--- src/rtl/cordic_pkg.sv ---
// Shared constants and types for the CORDIC phase generator and the rotator it feeds.
package cordic_pkg;

  localparam int PW      = 12;
  localparam int IW      = 6;
  localparam int NSTAGES = 11;
  localparam int AMP     = 19;

  typedef logic [PW-1:0] phase_t;

  typedef enum logic [1:0] {
    IDLE,
    FILL,
    STREAM
  } state_t;

  // Quarter turn in phase units; the rotator uses it for its pre-rotation.
  localparam phase_t PHASE_90 = phase_t'(1) << (PW - 2);

endpackage

--- src/rtl/cordic_phase_gen_tick.sv ---
// Sample-rate divider: emits a one-clock enable every (div + 1) clocks while run is high.
module sample_tick_gen #(
  parameter int DIV_W = 16
) (
  input  logic             clk,
  input  logic             reset_n,
  input  logic             run,
  input  logic [DIV_W-1:0] div,
  output logic             enable
);

  logic [DIV_W-1:0] count_q;
  logic             enable_q;

  // NOTE: sequential state uses non-blocking assignments so every register
  // sees pre-edge values; reset is sampled on the clock edge, not asynchronously.
  always_ff @(posedge clk) begin
    if (!reset_n) begin
      count_q  <= '0;
      enable_q <= 1'b0;
    end else if (!run) begin
      count_q  <= '0;
      enable_q <= 1'b0;
    end else if (count_q >= div) begin
      // >= rather than == so a divider lowered below the count wraps at once.
      count_q  <= '0;
      enable_q <= 1'b1;
    end else begin
      count_q  <= count_q + 1'b1;
      enable_q <= 1'b0;
    end
  end

  assign enable = enable_q;

endmodule

--- src/rtl/cordic_phase_gen.sv ---
// NCO front end for the CORDIC rotator: sample tick, phase word, FTW handshake and pipeline-fill tracking.
module cordic_phase_gen #(
  parameter int PW        = cordic_pkg::PW,
  parameter int IW        = cordic_pkg::IW,
  parameter int NSTAGES   = cordic_pkg::NSTAGES,
  parameter int DIV_W     = 16,
  parameter int AMP       = cordic_pkg::AMP,
  parameter int WRAP_SYNC = 1
) (
  input  logic                 clk,
  input  logic                 reset_n,
  input  logic                 i_run,
  input  logic [DIV_W-1:0]     i_div,
  input  logic [PW-1:0]        i_ftw,
  input  logic                 i_ftw_load,
  output logic                 o_ftw_ack,
  output logic                 o_enable,
  output logic [PW-1:0]        o_phase,
  output logic signed [IW-1:0] o_xval,
  output logic signed [IW-1:0] o_yval,
  output logic                 o_valid,
  output logic                 o_out_stb,
  output logic                 o_wrap
);

  import cordic_pkg::*;

  localparam int FW = $clog2(NSTAGES + 1);

  state_t        state_q;
  logic [PW-1:0] phase_q;
  logic [PW-1:0] phase_d;
  logic [PW-1:0] ftw_act_q;
  logic [PW-1:0] ftw_pend_q;
  logic          pend_q;
  logic          carry_d;
  logic          activate_d;
  logic          ack_q;
  logic          valid_q;
  logic          out_stb_q;
  logic          wrap_q;
  logic [FW-1:0] fill_q;
  logic          tick_run;
  logic          enable;

  // Dropping i_run stops the divider on the same edge the FSM leaves FILL/STREAM.
  assign tick_run = (state_q != IDLE) && i_run;

  sample_tick_gen #(
    .DIV_W (DIV_W)
  ) u_tick (
    .clk     (clk),
    .reset_n (reset_n),
    .run     (tick_run),
    .div     (i_div),
    .enable  (enable)
  );

  // NOTE: every signal written here gets a default first so no latch is inferred.
  always_comb begin
    {carry_d, phase_d} = {1'b0, phase_q} + {1'b0, ftw_act_q};
    activate_d         = 1'b0;
    if (pend_q) begin
      if (state_q == IDLE) begin
        // Accumulator is parked, so there is no phase continuity to protect.
        activate_d = 1'b1;
      end else if (enable) begin
        // A zero FTW never carries, so it would otherwise block the swap forever.
        activate_d = (WRAP_SYNC == 0) || carry_d || (ftw_act_q == '0);
      end
    end
  end

  always_ff @(posedge clk) begin
    if (!reset_n) begin
      state_q    <= IDLE;
      phase_q    <= '0;
      ftw_act_q  <= '0;
      ftw_pend_q <= '0;
      pend_q     <= 1'b0;
      ack_q      <= 1'b0;
      valid_q    <= 1'b0;
      out_stb_q  <= 1'b0;
      wrap_q     <= 1'b0;
      fill_q     <= '0;
    end else begin
      ack_q     <= activate_d;
      wrap_q    <= enable && carry_d;
      out_stb_q <= enable && valid_q;

      if (enable) begin
        phase_q <= phase_d;
      end

      if (activate_d) begin
        ftw_act_q <= ftw_pend_q;
        pend_q    <= 1'b0;
      end
      // A load coinciding with activation re-arms the pending register.
      if (i_ftw_load) begin
        ftw_pend_q <= i_ftw;
        pend_q     <= 1'b1;
      end

      case (state_q)
        IDLE: begin
          if (i_run) begin
            state_q <= FILL;
            fill_q  <= '0;
          end
        end
        FILL: begin
          if (!i_run) begin
            state_q <= IDLE;
          end else if (enable) begin
            fill_q <= fill_q + 1'b1;
            if (fill_q == FW'(NSTAGES - 1)) begin
              state_q <= STREAM;
              valid_q <= 1'b1;
            end
          end
        end
        STREAM: begin
          if (!i_run) begin
            state_q <= IDLE;
            valid_q <= 1'b0;
          end
        end
        default: begin
          state_q <= IDLE;
          valid_q <= 1'b0;
        end
      endcase
    end
  end

  assign o_ftw_ack = ack_q;
  assign o_enable  = enable;
  assign o_phase   = phase_q;
  assign o_valid   = valid_q;
  assign o_out_stb = out_stb_q;
  assign o_wrap    = wrap_q;
  assign o_xval    = IW'(AMP);
  assign o_yval    = '0;

endmodule

--- config.mk ---
export PLATFORM = sky130hd
export DESIGN_NAME = cordic_phase_gen
export DESIGN_NICKNAME = d
export VERILOG_FILES = /design/src/rtl/cordic_pkg.sv /design/src/rtl/cordic_phase_gen_tick.sv /design/src/rtl/cordic_phase_gen.sv
export SDC_FILE = /design/constraint.sdc
export NUM_CORES = 1
export LEC_CHECK = 0
export BUFFER_PORTS_ARGS = -buffer_cell sky130_fd_sc_hd__buf_4
export CAP_MARGIN = 20
export CORE_AREA = 2 2 93 95
export DETAILED_ROUTE_END_ITERATION = 7
export DIE_AREA = 0 0 95 97
export PLACE_DENSITY = 0.68
export SLEW_MARGIN = 20
export SYNTH_ARGS = -nofsm -noshare
export SYNTH_HDL_FRONTEND = slang
export SYNTH_SLANG_ARGS = --single-unit
--- constraint.sdc ---
create_clock -name clk -period 2 [get_ports clk]
set_clock_uncertainty 0.15 [all_clocks]
set_input_delay 0.2 -clock clk [delete_from_list [all_inputs] [get_ports clk]]
set_output_delay 0.2 -clock clk [all_outputs]
set_load 0.05 [all_outputs]
==> results of run 1 <==
-- per-layer routing --
metal,GRT usage,wire (um),vias to the layer above
met3,0.0413,391,10
met2,0.283,3640,63
li1,-,-,1623
met4,0.0691,117,0
met5,0,0,-
met1,0.219,3630,1429
-- cell usage in the layout (no fill, tap or decap), types with 3 or more instances in the layout --
cell type,n
ha_1,30
o211ai_1,4
nor3_1,5
and2_1,4
conb_1,12
clkbuf_8,12
nor2b_1,18
dfxtp_1,55
nand4_1,5
nand3_1,16
buf_4,90
dfxtp_2,8
o21ai_2,4
nor2_1,31
inv_1,24
xnor2_1,4
xor2_1,15
a211oi_2,3
nor4_1,3
dlygate4sd3_1,11
o21ai_0,14
nand2_1,49
a21oi_1,18
o21a_1,4
and3_1,6
clkinv_2,3
mux2i_1,26
-- state kept, by name (all words and copies together), names as in the netlist, 2 cells and up --
name	cells
fill_q	4
ftw_act_q	12
ftw_pend_q	12
o_phase	12
state_q	2
u_tick.count_q	16
-- cell families (layout without fill, tap and decap cells) --
logic type | Yosys count | after routing | synth area share
AO/OA/AOI/OAI | 72 | 73 | 0.139
other | 2 | 12 | 0.00207
flip-flops | 64 | 64 | 0.353
AND/OR/NAND/NOR | 149 | 149 | 0.202
XOR/XNOR | 19 | 19 | 0.0459
buffers and inverters | 50 | 143 | 0.0673
adder cells (fa/ha/maj) | 32 | 32 | 0.112
multiplexers | 28 | 28 | 0.0780
-- final timing paths --
| kind | start | to | slack (ns) |
|---|---|---|---|
| hold reg to reg | ftw_pend_q[4] | ftw_act_q[4] | 0.31 |
| setup reg to reg | o_phase[0] | o_ftw_ack | -0.19 |
| hold / removal | i_ftw[2] | ftw_pend_q[2] | -0.001 |
| setup / recovery | o_phase[0] | o_ftw_ack | -0.19 |
-- report_power, final --
| part | internal, mW | switching (mW) | leakage (nW) | total, mW |
|---|---|---|---|---|
| Sequential | 1.30 | 0.0168 | 0.524 | 1.31 |
| Clock | 0.546 | 0.473 | 0.0992 | 1.02 |
| Combinational | 0.129 | 0.163 | 1.47 | 0.292 |
| Total | 1.97 | 0.653 | 2.10 | 2.62 |
-- tightest hold or removal path: cells and delay by family --
family,cells,cell delay (ns)
buffers and inverters,1,0.08
muxes,1,0.07
and+or+nand+nor,1,0.10
-- metrics by stage --
step / instance area, um^2 / TNS, ns
2_1_floorplan: 3690 / -1.57
3_3_place_gp: 4330 / -1.07
3_5_place_dp: 4330 / -1.58
4_1_cts: 4660 / -1.65
5_1_grt: 4740 / -4.15
6_report: 4740 / -2.77
-- what timing repair did --
| action | CTS | global route |
|---|---|---|
| resized for setup | 5 | 13 |
| endpoints found under the setup margin | 18 | 32 |
| pin swaps | 8 | 8 |
| hold buffers | 11 | 0 |
| endpoints found under the hold margin | 11 | 0 |
| gates cloned | 1 | 0 |
| setup buffers | 1 | 4 |
-- final cells by class --
| cell class | count | area share |
|---|---|---|
| multi-input combinational | 313 | 0.469 |
| clock buffer | 13 | 0.0356 |
| clock inverter | 3 | 0.00317 |
| sequential | 64 | 0.273 |
| tap | 105 | 0.0277 |
| inverter | 24 | 0.0190 |
| timing repair buffer | 103 | 0.172 |
==> run_results.csv, run 1 <==
group,metric,value,unit
detailed_routing,drt_iter0_drc,160,
timing,fin_hold_ws,-0.000979,ns
power_and_ir_drop,pwr_density_cell,554,mW/mm^2
cts,htree_levels,3,
grt,grt.total_usage,0.174,
timing,setup_ws,-0.194,ns
logic_synthesis,synth_common_cells,"dfxtp_1 (64), nand2_1 (49), nor2_1 (32)",
logic_synthesis,syn_area_per_cell,8.72,um^2
detailed_routing,wl,7.78,mm
timing,hold_viol_final,1,
detailed_routing,ant_nets,0,
finish,diodes,0,
run_status,failed_checks,"negative hold slack, negative setup slack",
placed_design,dp_hpwl,5.78,mm
grt,grt_pass1_wl,12.9,mm
logic_synthesis,synth.top_cell.area_share,0.353,
logic_synthesis,async_reset_ff_frac,0,
worst_setup_path,crit_fanout,6,
worst_setup_path,required,2.09,ns
timing,setup_viol,17,
worst_setup_path,cp_cell_sequence,"ha_4 > fa_2 > a211oi_4 > nor2_4 > o211ai_4 > buf_4 > a21oi_4 > and2_1",
power_and_ir_drop,power,2.62,mW
floorplan,ios,61,
cts,cts_num_sinks,64,
cts,clkTransAtPathRegs,0.07,ns
worst_setup_path,max_stage_delay,0.38,ns
logic_synthesis,synth_most_common_cell,"dfxtp_1",
finish,multi_input_area,0.00222,mm^2
hold_path,min_path_cells,3,
detailed_routing,drc,0,
finish,synthToLayoutAreaGrowth,30.7,%
logic_synthesis,synth_cells,416,
logic_synthesis,yosysTopAreaCell,"dfxtp_1",
finish,final-seq-area,0.00129,mm^2
cts,root_buffer,"clkbuf_8",
detailed_routing,routedWlPerCell,12.4,um
timing,maxSlewHeadroom,0.473,
worst_setup_path,slowest_stage,"fa_2",
finish,final_cells,625,
logic_synthesis,yosys-top-cells-area,"dfxtp_1 (35%), ha_1 (11%), mux2i_1 (7.2%)",
timing,rsz0062_at_grt,"yes",
logic_synthesis,synth-seq-cells,64,
grt,grt_overflow_total,0,
timing,fin_crit_sh,1.10,
cts,clk_latency,0.33,ns
timing,min_period,2.19,ns
logic_synthesis,synth_edf_count,0,
grt,grt_pass1_vias,2984,
detailed_routing,vias,3125,
cts,cts_buffers,9,
run_status,status,"finished, violations left",
cts,cts_tree,"built",
floorplan,core,0.00813,mm^2
floorplan,die-area,0.00922,mm^2
finish,utilization,0.583,
hold_path,hold_class,"in -> reg",
placed_design,portBuffers,48,
placed_design,place_congestion,0.864,
detailed_routing,viasPerCell,5.00,
timing,fmax,0.456,GHz
worst_setup_path,crit_family,"compound AO/OA/AOI/OAI gates",
grt,antenna_found_initial,0,
power_and_ir_drop,ir_drop,0.465,mV
flow_run,cap_violations,0,
finish,drive_gt1_frac,0.267,
finish,nFillCells,737,
logic_synthesis,syn_area,0.00363,mm^2
detailed_routing,first_pass_iters,4,
worst_setup_path,crit_cells,8,
placed_design,dp.cells,592,
floorplan,start_util,0.446,
logic_synthesis,yosysUniqueCellTypes,49,
cts,clockBufferDepth,2,
power_and_ir_drop,leakagePower,2.10,nW
finish,layout.nets,579,
floorplan,die_h,97,um
timing,maxSlewViolCount,0,
floorplan,fp-row-count,33,
worst_setup_path,critical_path_class,"reg -> reg",
grt,grt_max_degree,41,
timing,tightest_slew,0.783,ns
worst_setup_path,reg2reg_depth,8,
worst_setup_path,setup.worst_path.start_class,"flip-flop",
worst_setup_path,crit_buf_inv,1,
floorplan,die_x,95,um
logic_synthesis,ys_warn_count,0,
worst_setup_path,cp-end-kind,"flip-flop",
logic_synthesis,yosys_most_used_dff,"dfxtp_1",
logic_synthesis,ys_seq_area_frac,0.353,
placed_design,place_ws,-0.171,ns
worst_setup_path,cp.arrival,2.28,ns
Note: power is estimated with default switching activity, not from simulation.
==> run 2, diff against run 1 <==
- CORE_AREA: 2 2 93 95 -> 2 2 88 90
- DIE_AREA: 0 0 95 97 -> 0 0 90 92
- PLACE_DENSITY: 0.68 -> 0.75
==> run 2 against run 1 <==
The run ends with negative setup slack left. Combinational power about the same. Critical path depth decreased by 1. Worst setup slack improved by 0.086 ns. Critical endpoint is now ftw_act_q[1].
==> run_results.csv, run 2 (synthesized netlist as in run 1, its figures left out) <==
group,metric,value,unit
flow_run,cap_violations,0,
worst_setup_path,setup.worst_path.start_class,"flip-flop",
detailed_routing,wl,7.92,mm
detailed_routing,viasPerCell,5.00,
timing,tightest_slew,0.645,ns
floorplan,start_util,0.487,
cts,cts_num_sinks,64,
cts,clockBufferDepth,2,
detailed_routing,drc,0,
floorplan,fp-row-count,32,
timing,setup_ws,-0.107,ns
timing,min_period,2.11,ns
cts,root_buffer,"clkbuf_8",
detailed_routing,routedWlPerCell,12.7,um
grt,grt_max_degree,47,
timing,setup_viol,16,
power_and_ir_drop,leakagePower,2.08,nW
worst_setup_path,critical_path_class,"reg -> reg",
grt,grt.total_usage,0.200,
timing,fin_crit_sh,1.05,
floorplan,die-area,0.00828,mm^2
finish,utilization,0.636,
cts,htree_levels,3,
timing,fin_hold_ws,0.0274,ns
finish,drive_gt1_frac,0.263,
grt,grt_pass1_vias,3037,
finish,final_common_cell,"buf_4",
worst_setup_path,crit_fanout,7,
grt,antenna_found_initial,0,
detailed_routing,vias,3112,
cts,cts_tree,"built",
timing,hold_viol_final,0,
finish,synthToLayoutAreaGrowth,30.6,%
grt,grt_overflow_total,0,
timing,rsz0062_at_grt,"yes",
placed_design,place_congestion,0.840,
finish,design_area,0.00473,mm^2
detailed_routing,ant_nets,0,
floorplan,ios,61,
timing,fmax,0.475,GHz
floorplan,die_x,90,um
run_status,failed_checks,"negative setup slack",
worst_setup_path,required,2.06,ns
finish,top_register,"u_tick.count_q",
cts,clk_latency,0.34,ns
placed_design,portBuffers,48,
floorplan,die_h,92,um
finish,nFillCells,655,
run_status,status,"finished, violations left",
worst_setup_path,cp.arrival,2.16,ns
timing,maxSlewHeadroom,0.565,
finish,largest_register_ffs,16,
cts,clkTransAtPathRegs,0.06,ns
placed_design,dp.cells,591,
cts,cts_buffers,9,
timing,maxSlewViolCount,0,
placed_design,dp_hpwl,5.71,mm
power_and_ir_drop,pwr_density_cell,581,mW/mm^2
power_and_ir_drop,power,2.75,mW
grt,grt_pass1_wl,13.6,mm
detailed_routing,first_pass_iters,4,
finish,final_cells,622,
detailed_routing,drt_iter0_drc,139,
finish,layout.nets,579,
floorplan,core,0.00745,mm^2
power_and_ir_drop,ir_drop,0.367,mV
hold_path,hold_class,"in -> reg",
finish,diodes,0,
finish,layout_common_cells,"buf_4 (90), dfxtp_1 (55), nand2_1 (49)",
timing,fin_setup_tns,-1.29,ns
placed_design,place_area,0.00433,mm^2
placed_design,place_ws,-0.156,ns
worst_setup_path,cp-end-kind,"flip-flop",
-- run 2: critical path, stage by stage, from the launching register on --
cell and delay [ns]:
dfxtp_4 0.35, ha_4 0.16, fa_2 0.37, a211oi_2 0.24, nor2_2 0.11, o211ai_4 0.28
a21oi_4 0.17, mux2i_1 0.16
-- run 2: worst paths after layout --
check                              startpoint      endpoint  slack [ns]  cells past startpoint
worst max register to register     o_phase[0]  ftw_act_q[1]       -0.11                      7
worst max-delay path               o_phase[0]  ftw_act_q[1]       -0.11                      7
worst min-delay path                    i_run    state_q[0]        0.03                      2
worst min register to register  ftw_pend_q[0]  ftw_act_q[0]        0.31                      2
-- run 2: final cells by class --
class,count,area (um^2),area share
Clock inverter,4,51.3,0.0108
Clock buffer,12,155,0.0328
Sequential cell,64,1290,0.274
Inverter,24,90.1,0.0190
Multi-Input combinational cell,313,2210,0.466
Timing Repair Buffer,103,807,0.170
Tap cell,102,128,0.0270
-- run 2: what timing repair did --
action | CTS | global route
setup buffers | 1 | 1
gates resized for setup | 6 | 10
hold buffers | 12 | 0
setup endpoints to repair | 16 | 37
pin swaps | 8 | 6
cloned | 1 | 0
hold endpoints to repair | 12 | 0
-- run 2: power by group --
group | switching, mW | total (mW) | internal, mW
sequential | 0.0171 | 1.31 | 1.30
combinational | 0.162 | 0.292 | 0.130
clock | 0.499 | 1.14 | 0.645
-- run 2: metal layers --
metal	part of all wire	global-route usage	up-vias
li1	-	-	1620
met5	0	0	-
met3	0.041	0.0485	14
met2	0.48	0.333	65
met1	0.47	0.246	1413
met4	0.017	0.0859	0
==> run 3, diff against run 2 <==
- CORE_AREA: 2 2 88 90 -> 2 2 84 86
- DIE_AREA: 0 0 90 92 -> 0 0 86 88
- PLACE_DENSITY: 0.75 -> 0.78
- clock period: 2 -> 2.1 ns (I/O delays scaled with it)
==> run 3 against run 2 <==
The run now ends clean. Worst setup slack better by 0.13 ns. Worst hold slack better by 0.013 ns. First-iteration DRC count is 5.0% higher. Routed wire length is 3.9% lower. Register-to-register slack better by 0.13 ns. Non-clock buffer count is 25 lower. Via count is 0.67% lower. Fmax is 1.3% higher. Global-route usage is 1.5 points higher. Flip-flop and latch count stayed put. Clock-buffer cell count is 1 lower. Sequential share of layout area is 1.4 points higher. Critical endpoint is now ftw_act_q[11].
==> run_results.csv, run 3 (synthesized netlist as in run 1, its figures left out) <==
group,metric,value,unit
cts,clkTransAtPathRegs,0.07,ns
timing,fin_hold_ws,0.0408,ns
placed_design,portBuffers,48,
detailed_routing,viasPerCell,5.38,
hold_path,hold_class,"in -> reg",
power_and_ir_drop,p_seq_frac,0.483,
power_and_ir_drop,swShare,0.243,
detailed_routing,routedWlPerCell,13.2,um
worst_setup_path,crit_fanout,7,
cts,clk_latency,0.34,ns
floorplan,start_util,0.546,
detailed_routing,ant_nets,0,
placed_design,place_area,0.00412,mm^2
timing,maxSlewViolCount,0,
timing,fmax,0.481,GHz
worst_setup_path,setup.worst_path.start_class,"flip-flop",
cts,cts_tree,"built",
timing,hold_viol_final,0,
placed_design,place_congestion,0.840,
finish,nFillCells,542,
worst_setup_path,required,2.15,ns
grt,grt.total_usage,0.214,
detailed_routing,vias,3091,
timing,rsz0062_at_grt,"yes",
finish,diodes,0,
placed_design,dp_hpwl,5.54,mm
cts,cts_buffers,9,
cts,clockBufferDepth,2,
floorplan,die_x,86,um
run_status,status,"finished clean",
floorplan,fp-row-count,30,
timing,tightest_slew,0.599,ns
finish,layout_common_cells,"buf_4 (65), dfxtp_1 (55), nand2_1 (49)",
floorplan,die-area,0.00757,mm^2
power_and_ir_drop,leakagePower,1.95,nW
finish,largest_register_ffs,16,
grt,grt_max_degree,44,
cts,htree_levels,3,
timing,fin_crit_sh,0.990,
power_and_ir_drop,ir_drop,0.497,mV
floorplan,core,0.00664,mm^2
grt,grt_pass1_wl,13.1,mm
flow_run,cap_violations,0,
power_and_ir_drop,intPower,1.96,mW
power_and_ir_drop,pwr-share-comb,0.104,
timing,min_period,2.08,ns
cts,cts_num_sinks,64,
detailed_routing,first_pass_iters,4,
power_and_ir_drop,pwr-share-clk,0.413,
power_and_ir_drop,p_sw,0.630,mW
grt,grt_overflow_total,0,
floorplan,ios,61,
grt,grt_pass1_vias,2999,
grt,antenna_found_initial,0,
finish,synthToLayoutAreaGrowth,24.1,%
finish,drive_gt1_frac,0.218,
finish,design_area,0.00450,mm^2
worst_setup_path,cp-end-kind,"flip-flop",
detailed_routing,drc,0,
finish,final_common_cell,"buf_4",
timing,maxSlewHeadroom,0.596,
floorplan,die_h,88,um
finish,top_register,"u_tick.count_q",
worst_setup_path,critical_path_class,"reg -> reg",
worst_setup_path,cp.arrival,2.13,ns
power_and_ir_drop,pwr_density_cell,576,mW/mm^2
detailed_routing,wl,7.61,mm
detailed_routing,drt_iter0_drc,146,
timing,setup_viol,0,
finish,layout.nets,554,
cts,root_buffer,"clkbuf_8",
-- run 3: cell count changes in the layout (fill, tap and decap cells not counted), sizes merged --
cell	before	now
buf	91	66
clkbuf	12	11
clkinv	0	2
inv	25	24
-- run 3: metal layers --
layer  vias up  track usage  share of wire  wire [um]
met5         -            0              0          0
met4         0       0.0808          0.015        118
met3        11       0.0434          0.055        417
met2        91        0.368           0.48       3640
met1      1419        0.266           0.45       3430
li1       1570            -              -          -
-- run 3: final timing paths --
| check | cells past startpoint | start | slack, ns | endpoint |
|---|---|---|---|---|
| setup / recovery | 7 | o_phase[0] | 0.02 | ftw_act_q[11] |
| hold / removal | 2 | i_run | 0.04 | state_q[0] |
| setup reg to reg | 7 | o_phase[0] | 0.02 | ftw_act_q[11] |
| hold reg to reg | 2 | ftw_pend_q[6] | 0.31 | ftw_act_q[6] |
-- run 3: final cells by class --
cell class                 count  area, um^2  area share
clock inverter                 5        55.1      0.0122
tap                           80         100      0.0223
clock buffer                  11         151      0.0337
timing repair buffer          78         628       0.140
inverter                      24        90.1      0.0200
sequential                    64        1290       0.288
multi-input combinational    313        2180       0.484
-- run 3: power by group through the flow --
stage | registers [mW] | clock network, mW | logic [mW]
global placement | 1.28 | 0 | 0.239
finish | 1.25 | 1.07 | 0.270
global route | 1.25 | 1.15 | 0.296
detailed placement | 1.28 | 0 | 0.248
CTS | 1.25 | 1.09 | 0.269
floorplan | 1.28 | 0 | 0.189
-- run 3: repair_timing --
item                       in CTS  in global routing
gates resized for setup         2                  4
setup endpoints to repair      15                 33
hold buffers                   12                  0
pin swaps                       5                  3
buffers inserted                1                  2
hold endpoints to repair       12                  0
gates cloned                    1                  0
-- run 3: worst max-delay path, cell delays in order, from the launching register on --
cell and delay (ns):
dfxtp_4 0.35, ha_4 0.16, fa_2 0.36, a211oi_2 0.24, nor2_2 0.10, o211ai_4 0.26, a21oi_4 0.16, mux2i_1 0.16
-- run 3: metrics by stage --
stage / TNS, ns / total power [mW] / cells / worst slack [ns] / utilization
after floorplan: -0.426 / 1.47 / 426 / -0.0676 / -
after global placement: -0.0403 / 1.52 / 543 / -0.0403 / 0.621
after detailed placement: -0.501 / 1.53 / 543 / -0.0679 / 0.621
after CTS: -0.0750 / 2.61 / 573 / -0.0171 / 0.673
after global routing: -0.803 / 2.70 / 575 / -0.0829 / 0.677
final: 0 / 2.59 / 575 / 0.0204 / 0.677
